**config.mk**
```make
export PLATFORM = sky130hd
export DESIGN_NAME = expr_eval_ctrl
export DESIGN_NICKNAME = d
export VERILOG_FILES = /design/src/rtl/expr_eval_ctrl.sv
export SDC_FILE = /design/constraint.sdc
export NUM_CORES = 1
export LEC_CHECK = 0
export CAP_MARGIN = 20
export CORE_MARGIN = 2
export CORE_UTILIZATION = 65
export DETAILED_ROUTE_END_ITERATION = 8
export GPL_TIMING_DRIVEN = 0
export HOLD_SLACK_MARGIN = 0.1
export PLACE_DENSITY = 0.87
export REMOVE_ABC_BUFFERS = 1
export SLEW_MARGIN = 20
export SYNTH_ARGS = -nofsm -noshare
export SYNTH_HDL_FRONTEND = slang
export SYNTH_SLANG_ARGS = --single-unit
export TNS_END_PERCENT = 1
```
**constraint.sdc**
```tcl
create_clock -name clk -period 6.1 [get_ports clk]
set_input_delay 1.83 -clock clk [delete_from_list [all_inputs] [get_ports clk]]
set_output_delay 1.83 -clock clk [all_outputs]
set_load 0.02 [all_outputs]
```
**src/rtl/expr_eval_ctrl.sv**
```systemverilog
// expr_eval_ctrl: streaming evaluator for single-digit ASCII expressions of
// the form digit (op digit)* '=' with op in {'+', '*'}; '*' binds tighter.
// Optional feature macro: EXPR_OVF_CHECK_EN (sticky overflow flag -> err).
module expr_eval_ctrl #(
    parameter int unsigned WIDTH = 16
) (
    input  logic             clk,
    input  logic             clr_n,
    input  logic             in_valid,
    output logic             in_ready,
    input  logic [7:0]       in,
    output logic             out_valid,
    input  logic             out_ready,
    output logic [WIDTH-1:0] result,
    output logic             err
);

    localparam logic [1:0] S_NUM = 2'd0;
    localparam logic [1:0] S_OP  = 2'd1;
    localparam logic [1:0] S_ERR = 2'd2;
    localparam logic [1:0] S_OUT = 2'd3;

    localparam logic [7:0] C_PLUS = 8'h2B;
    localparam logic [7:0] C_MUL  = 8'h2A;
    localparam logic [7:0] C_EQ   = 8'h3D;

    logic [1:0]       r_state;
    logic [WIDTH-1:0] r_sum;
    logic [WIDTH-1:0] r_term;
    logic             r_pend_mul;
    logic [WIDTH-1:0] r_result;
    logic             r_err;

    logic             w_accept;
    logic             w_is_digit;
    logic [WIDTH-1:0] w_digit;
    logic [WIDTH-1:0] w_sum;
    logic [WIDTH-1:0] w_prod;

    assign w_accept   = in_valid && in_ready;
    assign w_is_digit = (in >= 8'h30) && (in <= 8'h39);
    // Low nibble of '0'..'9' is the digit value.
    assign w_digit    = {{(WIDTH-4){1'b0}}, in[3:0]};

`ifdef EXPR_OVF_CHECK_EN
    logic             r_ovf;
    logic [WIDTH:0]   w_sum_ext;
    logic [WIDTH+3:0] w_prod_ext;
    logic             w_sum_carry;
    logic             w_prod_ovf;

    assign w_sum_ext   = {1'b0, r_sum} + {1'b0, r_term};
    assign w_sum       = w_sum_ext[WIDTH-1:0];
    assign w_sum_carry = w_sum_ext[WIDTH];
    assign w_prod_ext  = {4'b0000, r_term} * {{WIDTH{1'b0}}, in[3:0]};
    assign w_prod      = w_prod_ext[WIDTH-1:0];
    assign w_prod_ovf  = |w_prod_ext[WIDTH+3:WIDTH];
`else
    assign w_sum  = r_sum + r_term;
    assign w_prod = r_term * w_digit;
`endif

    // Character-driven FSM with its datapath registers.
    always_ff @(posedge clk or negedge clr_n) begin
        if (!clr_n) begin
            r_state    <= S_NUM;
            r_sum      <= '0;
            r_term     <= '0;
            r_pend_mul <= 1'b0;
            r_result   <= '0;
            r_err      <= 1'b0;
`ifdef EXPR_OVF_CHECK_EN
            r_ovf      <= 1'b0;
`endif
        end else begin
            case (r_state)
                S_NUM: begin
                    if (w_accept) begin
                        if (w_is_digit) begin
                            r_term  <= r_pend_mul ? w_prod : w_digit;
`ifdef EXPR_OVF_CHECK_EN
                            if (r_pend_mul && w_prod_ovf) r_ovf <= 1'b1;
`endif
                            r_state <= S_OP;
                        end else if (in == C_EQ) begin
                            // Empty expression or trailing operator.
                            r_result <= '0;
                            r_err    <= 1'b1;
                            r_state  <= S_OUT;
                        end else begin
                            r_state <= S_ERR;
                        end
                    end
                end
                S_OP: begin
                    if (w_accept) begin
                        if (in == C_PLUS) begin
                            r_sum      <= w_sum;
                            r_pend_mul <= 1'b0;
`ifdef EXPR_OVF_CHECK_EN
                            if (w_sum_carry) r_ovf <= 1'b1;
`endif
                            r_state    <= S_NUM;
                        end else if (in == C_MUL) begin
                            r_pend_mul <= 1'b1;
                            r_state    <= S_NUM;
                        end else if (in == C_EQ) begin
                            r_result <= w_sum;
`ifdef EXPR_OVF_CHECK_EN
                            r_err    <= r_ovf | w_sum_carry;
                            if (w_sum_carry) r_ovf <= 1'b1;
`else
                            r_err    <= 1'b0;
`endif
                            r_state  <= S_OUT;
                        end else begin
                            r_state <= S_ERR;
                        end
                    end
                end
                S_ERR: begin
                    // Drain everything up to the terminator.
                    if (w_accept && (in == C_EQ)) begin
                        r_result <= '0;
                        r_err    <= 1'b1;
                        r_state  <= S_OUT;
                    end
                end
                S_OUT: begin
                    if (out_ready) begin
                        r_sum      <= '0;
                        r_term     <= '0;
                        r_pend_mul <= 1'b0;
`ifdef EXPR_OVF_CHECK_EN
                        r_ovf      <= 1'b0;
`endif
                        r_state    <= S_NUM;
                    end
                end
                default: r_state <= S_NUM;
            endcase
        end
    end

    assign in_ready  = (r_state != S_OUT);
    assign out_valid = (r_state == S_OUT);
    assign result    = r_result;
    assign err       = r_err;

endmodule

```
Yosys cells after proc, flatten, opt, wreduce, memory -nomap -nowiden
Cells that the tools add are included.
- input port bits: 12
- output and inout port bits: 19
- logic and storage cells: 81
- register bits: 52
- multiply operators: 1
- reductions and logical operators: 12
- magnitude comparators: 2
- muxes and demuxes: 40
- equal/unequal tests: 19
- $add $sub $neg: 1
- operator list (kind ; count):
    16-bit two-way mux ; 14
    16-bit one-hot mux with 2 select lines ; 2
    16-bit one-hot mux with 3 select lines ; 1
    8-bit by 6-bit equality test with 1-bit output (second input constant) ; 3
    2-bit inequality test (second input constant) ; 11
    16-bit adder ; 1
    16-bit by 4-bit multiplier with 16-bit output ; 1
    4-bit AND reduction ; 4
    2-bit two-way mux ; 7
    1-bit two-way mux ; 13
    9-bit AND reduction ; 1
    8-bit by 6-bit >= comparator with 1-bit output (second input constant) ; 1
    8-bit by 6-bit less-or-equal comparator with 1-bit output (second input constant) ; 1
    2-bit one-hot mux with 4 select lines ; 1
    2-bit equality test (second input constant) ; 2
    2-bit nonzero test ; 2
    1-bit logical AND ; 3
    3-bit inequality test (second input constant) ; 1
    1-bit one-hot mux with 3 select lines ; 1
    3-bit nonzero test ; 1
    2-bit by 1-bit equality test with 1-bit output (second input constant) ; 1
    2-bit logical NOT ; 1
    2-bit by 1-bit inequality test with 1-bit output (second input constant) ; 1
    1-bit one-hot mux with 2 select lines ; 1

Depth between registers and ports, before layout
Gate-level depths: netlist of run 1.
- depth after elaboration: 6
- mapped depth: 15

Worst setup path after synthesis of run 1
OpenSTA, ideal clock, no wires.
- path kind: in2reg
- start: input in[2]
- end: register r_term[13]
- stages on the path: 15
- buffers on the path: 2
- path slack: 1.078 ns
- arrival: 4.901 ns
- library setup time: 0.121 ns
- required time: 5.979 ns
- path through: buf_4 -> clkbuf_1 -> and2_1 -> fa_1 -> inv_1 -> fa_1 -> inv_1 -> ha_1 -> and4_1 -> a211o_1 -> a21oi_2 -> or3_1 -> o211ai_2 -> xnor2_1 -> a22o_1
- word-level cells in the longest chain between the ends: 5
- elaborated cells on any way between the ends: 10
- classes of those cells: mul: 1; order compare: 2; eq/ne: 1; mux: 4; reduce/logical: 2
- RTL lines (what ; line ; RTL):
    start, declared ; 11 ; input logic [7:0] in,
    16-bit by 4-bit multiplier with 16-bit output ; 60 ; assign w_prod = r_term * w_digit;
    16-bit two-way mux ; 80 ; r_term <= r_pend_mul ? w_prod : w_digit;
    16-bit two-way mux ; 79 ; if (w_is_digit) begin
    16-bit two-way mux ; 78 ; if (w_accept) begin
    16-bit one-hot mux with 2 select lines ; 76 ; case (r_state)
    end signal, assigned ; 80 ;
    end, declared ; 29 ; logic [WIDTH-1:0] r_term;
Parallel ways exist; a longest one is shown, timed or not. The select of a mux whose other input is x is not followed.
A chain may end at the register's enable or synchronous reset.

Final worst setup path of run 1
- start: input in[3]
- end: register r_term[12]
Same word-level chain as after synthesis.

==> results of run 1 <==
worst min-delay path: stages, from the launching register on:
cell and delay (ns):
dfrtp_1 0.35, nand2_1 0.05, o31ai_1 0.05
where the power goes:
group          switching (mW)  total, mW  internal, mW  leakage (nW)
sequential             0.0138      0.366         0.352         0.713
combinational          0.0639      0.110        0.0466          1.68
clock                   0.112      0.204        0.0919        0.0434
total                   0.190      0.680         0.490          2.43
worst paths after layout:
path                               to  slack (ns)  depth (start not counted)
max reg2reg                r_term[12]        2.40                         13
max                        r_term[12]        0.52                         14
min reg2reg                 result[5]        0.48                          2
min                         result[5]        0.48                          2
min in group asynchronous   r_term[1]        1.53                          1
max in group asynchronous   r_sum[14]        4.13                          1
sequential cells by signal (all words and copies together) (netlist names):
register,count
r_term,16
r_sum,16
result,16
r_pend_mul,1
r_state,2
err,1
routing by layer:
metal	wire length, um	global-route usage (%)
met5	0	0
met4	135	6.29
met3	485	3.86
met2	4330	42.3
met1	4050	36.8
cell families after synthesis:
logic type,share of synthesized area (%)
xor gates and xnor gates,5.93
buffers and inverters,7.44
DFF,28.7
AOI/OAI and AO/OA,19.1
muxes,1.35
adders and majority gates,20.0
and+or+nand+nor,17.5
per-stage QoR:
stage	util, %	setup slack [ns]	area [um2]
detailed placement	71.1	0.166	4830
CTS	72.5	0.498	4930
global route	72.5	0.309	4930
finish	72.5	0.521	4930
global placement	71.1	0.250	4830
floorplan	-	1.36	4410
area by class of cell:
cell class | instances | area, um2 | share of cell area, %
clock buffer | 6 | 82.6 | 1.68
clock inverter | 2 | 15.0 | 0.305
inverter | 55 | 206 | 4.19
multi-input combinational | 363 | 2900 | 58.9
sequential | 52 | 1300 | 26.4
tap | 96 | 120 | 2.44
timing repair buffer | 30 | 298 | 6.04
cell usage in the layout (no fill, tap or decap), types with 3 or more instances in the layout:
cell type,instances
nand4_1,4
o21ai_0,21
nor2_1,12
xor2_1,7
ha_1,31
nand2_1,68
xnor2_1,21
a21oi_2,3
inv_1,55
mux2i_1,5
nand2b_1,4
a21o_1,14
and2_1,36
clkdlybuf4s50_1,29
fa_1,26
and4_1,4
dfrtp_1,52
a22o_1,27
nand3_1,4
clkbuf_8,6
nor2b_1,4
o31ai_1,12
a211oi_1,3
a21oi_1,22
==> flow_summary.json, run 1 <==
{
  "total_power_mw": 0.680,
  "synth-seq-area-share_pct": 28.7,
  "antenna_found_initial": 0,
  "critPathLaunchType": "input pin",
  "grt_use_total_pct": 26.0,
  "yosys_warnings": 0,
  "slowest_delay_ns": 0.74,
  "globalRouteOverflowTotal": 0,
  "yosysMostFrequentCell": "nand2_1",
  "ctsResizeCount": 0,
  "wl_mm": 9.00,
  "htree_levels": 2,
  "clk_latency_ns": 0.31,
  "grt_max_degree": 53,
  "cap_viol_max_count": 0,
  "ctsHoldBuffers": 0,
  "cts-root-buf": "clkbuf_8",
  "diodes": 0,
  "max-slew-margin-rel_pct": 41.6,
  "drc_errors": 0,
  "holdWs_ns": 0.482,
  "endpoint_kind": "register",
  "rsz0062_at_grt": "false",
  "min_from": "result[5]",
  "die_h_um": 87.6,
  "tns_ns": 0,
  "cts_buffer_depth": 2,
  "via_per_inst": 5.86,
  "ys_top_cells_by_area": "dfrtp_1, fa_1, ha_1, nand2_1, a22o_1",
  "vias": 3539,
  "worst_pin_slew_ns": 0.875,
  "crit_path_max_fanout": 17,
  "numCtsBuffers": 5,
  "cts_tree": "built",
  "die_x_um": 87.6,
  "avgRoutedWirePerCell_um": 14.9,
  "clk_pin_slew_worst_paths_ns": 0.09,
  "fin_crit_ns": 5.58,
  "async_flop_share_pct": 100,
  "layout_worst_path_cycle_share_pct": 91.5,
  "setup_viol": 0,
  "coreArea_um2": 6790,
  "gp_congestion": 0.931,
  "num-nets-final": 576,
  "ys_seq_elements": 52,
  "crit_buf_inv": 3,
  "netlist_area_um2": 4540,
  "synth_edf_count": 0,
  "area_growth_pct": 8.54,
  "critPathSlowestCell": "clkdlybuf4s50_1",
  "numPortBuffers": 30,
  "hpwl_mm": 7.02,
  "dieArea_um2": 7670,
  "synth_flop_cell": "dfrtp_1",
  "drive_above_1_share_pct": 4.72,
  "cp_top_family": "adder cells",
  "drtIter0Drc": 142,
  "fill_cells": 489,
  "io_pins": 31,
  "synth_cell_types": 59,
  "critical_path_class": "in2reg",
  "yosys.area.top_type": "dfrtp_1",
  "cp-startpoint": "in[3]",
  "rr_startpoint": "r_term[1]",
  "avgSynthCellArea_um2": 9.23,
  "p_per_area_nw_per_um2": 138,
  "status": "finished clean",
  "start_util_pct": 66.8,
  "power_leakage_nw": 2.43,
  "peakVddDrop_v": 0.0000827,
  "post-place-cells": 596,
  "synth.top_cell.area_share_pct": 28.7,
  "fin_skew_ns": 0.00815,
  "ys_top_cells_by_count": "nand2_1, inv_1, dfrtp_1",
  "grt_pass1_wl_mm": 15.8,
  "final_hold_viol_count": 0,
  "critPathRequiredTime_ns": 6.30,
  "max_freq_mhz": 179,
  "dr.pass1.iters": 7,
  "postCtsSetupBuffers": 0,
  "grt_pass1_vias": 3328,
  "rows": 30,
  "crit_chain": "clkdlybuf4s50_1, and2_1, fa_1, inv_1, fa_1, inv_1, ha_1, nor2b_1, o21ai_0, nand2b_1, a211oi_1, o31ai_1, xor2_1, a22o_1",
  "cp.arrival_ns": 5.78,
  "ant_nets": 0,
  "clock-sinks": 52,
  "syn_inst": 492,
  "drv_slew": 0,
  "stdcell_count": 604,
  "hp-class": "reg2reg"
}
No activity file was read; power rests on OpenSTA's default activity.
==> run 2, diff against run 1 <==
SLEW_MARGIN = 5   (was 20)
==> flow_summary.json, run 2 (synthesis results as in run 1) <==
{
  "p_sw_share_pct": 28.3,
  "worst_pin_slew_ns": 0.876,
  "critPathLaunchType": "input pin",
  "max_freq_mhz": 178,
  "grt_max_degree": 31,
  "io_pins": 31,
  "fin_skew_ns": 0.00685,
  "max-slew-margin-rel_pct": 41.6,
  "drtIter0Drc": 176,
  "avgRoutedWirePerCell_um": 15.3,
  "setup_viol": 0,
  "layout_common_cells": "nand2_1, inv_1, dfrtp_1",
  "combPwrFrac_pct": 16.5,
  "area_growth_pct": 8.93,
  "layout_worst_path_cycle_share_pct": 91.9,
  "cts_tree": "built",
  "die_h_um": 87.6,
  "final_hold_viol_count": 0,
  "globalRouteOverflowTotal": 0,
  "vias": 3553,
  "via_per_inst": 5.87,
  "rows": 30,
  "start_util_pct": 66.8,
  "tns_ns": 0,
  "hp-class": "reg2reg",
  "gp_congestion": 0.931,
  "endpoint_kind": "register",
  "cap_viol_max_count": 0,
  "peakVddDrop_v": 0.0000957,
  "dpl_worst_slack_ns": 0.158,
  "postCtsSetupBuffers": 0,
  "wl_mm": 9.24,
  "ant_nets": 0,
  "num-nets-final": 577,
  "p_per_area_nw_per_um2": 139,
  "hpwl_mm": 7.17,
  "drc_errors": 0,
  "p_seq_share_pct": 53.4,
  "dieArea_um2": 7670,
  "grt_pass1_wl_mm": 15.8,
  "drive_above_1_share_pct": 4.91,
  "dpl_cell_area_um2": 4850,
  "clkPwrFrac_pct": 30.1,
  "cts_buffer_depth": 2,
  "power_leakage_nw": 2.44,
  "postLayoutCellArea_um2": 4940,
  "cts-root-buf": "clkbuf_8",
  "holdWs_ns": 0.484,
  "critPathRequiredTime_ns": 6.30,
  "p_int_mw": 0.492,
  "fin_ws_ns": 0.495,
  "clk_pin_slew_worst_paths_ns": 0.09,
  "die_x_um": 87.6,
  "fin_util_pct": 72.8,
  "antenna_found_initial": 0,
  "ctsHoldBuffers": 0,
  "diodes": 0,
  "clk_latency_ns": 0.31,
  "crit_path_max_fanout": 17,
  "coreArea_um2": 6790,
  "grt_use_total_pct": 25.7,
  "ctsResizeCount": 0,
  "htree_levels": 2,
  "numCtsBuffers": 5,
  "cp.arrival_ns": 5.81,
  "layout_commonest_cell": "nand2_1",
  "status": "finished clean",
  "grt_pass1_vias": 3398,
  "numPortBuffers": 30,
  "rsz0062_at_grt": "false",
  "critical_path_class": "in2reg",
  "fin_crit_ns": 5.60,
  "drv_slew": 0,
  "power.switching_mw": 0.194,
  "dr.pass1.iters": 4,
  "clock-sinks": 52
}
==> run 2: cell count changes in the layout (fill, tap and decap cells not counted), sizes merged <==
cell | previous run | this run
buf | 1 | 2
==> run 2: path summary, 6_finish.rpt <==
kind	from	to	slack, ns	cells past startpoint
setup / recovery	in[3]	r_term[12]	0.50	12
hold / removal	result[5]	result[5]	0.48	2
setup reg to reg	r_term[1]	r_term[12]	2.40	13
hold reg to reg	result[5]	result[5]	0.48	2
max in group asynchronous	clr_n	r_sum[11]	4.08	2
min in group asynchronous	clr_n	r_term[1]	1.49	1
==> run 2: critical path, cell delays in order <==
cell and delay [ns]:
clkdlybuf4s50_1 0.88, nand2_1 0.17, fa_1 0.55, fa_1 0.54, fa_1 0.45, nor2b_1 0.17, o21ai_0 0.11, nand2b_1 0.15
a211oi_1 0.12, o31ai_1 0.49, xor2_1 0.13, a22o_1 0.22
==> run 2: per-layer routing <==
metal	up-vias	global-route usage [%]	share of wire, %
met5	-	0	0
met4	0	7.41	1.4
met3	11	2.64	4.3
met2	102	43.7	48
met1	1733	35.2	46
li1	1707	-	-
==> run 2: cell type report <==
class,instances,area (um2)
clock buffers,6,82.6
inverters,55,206
repair buffers,31,315
clock inverters,2,15.0
flip-flops and latches,52,1300
fillers,494,1850
multi-input cells,363,2900
well taps,96,120
==> run 2: through the flow <==
| stage | power (mW) | instances |
|---|---|---|
| 2_1_floorplan | 0.439 | 470 |
| 3_3_place_gp | 0.476 | 596 |
| 3_5_place_dp | 0.485 | 597 |
| 4_1_cts | 0.689 | 605 |
| 5_1_grt | 0.719 | 605 |
| 6_report | 0.685 | 605 |
==> run 2: power groups by stage <==
| stage | clock network [mW] | registers (mW) | logic (mW) |
|---|---|---|---|
| floorplan | 0 | 0.367 | 0.0729 |
| global placement | 0 | 0.371 | 0.105 |
| detailed placement | 0 | 0.372 | 0.113 |
| CTS | 0.210 | 0.365 | 0.114 |
| global route | 0.223 | 0.367 | 0.129 |
| finish | 0.207 | 0.366 | 0.113 |
==> run 3, diff against run 2 <==
CTS_CLUSTER_SIZE = 20   (was not set)
HOLD_SLACK_MARGIN = not set   (was 0.1)
SKIP_CTS_REPAIR_TIMING = 1   (was not set)
==> results of run 3 <==
Same layout as run 2: the final DEF is identical, and so are final timing and power.
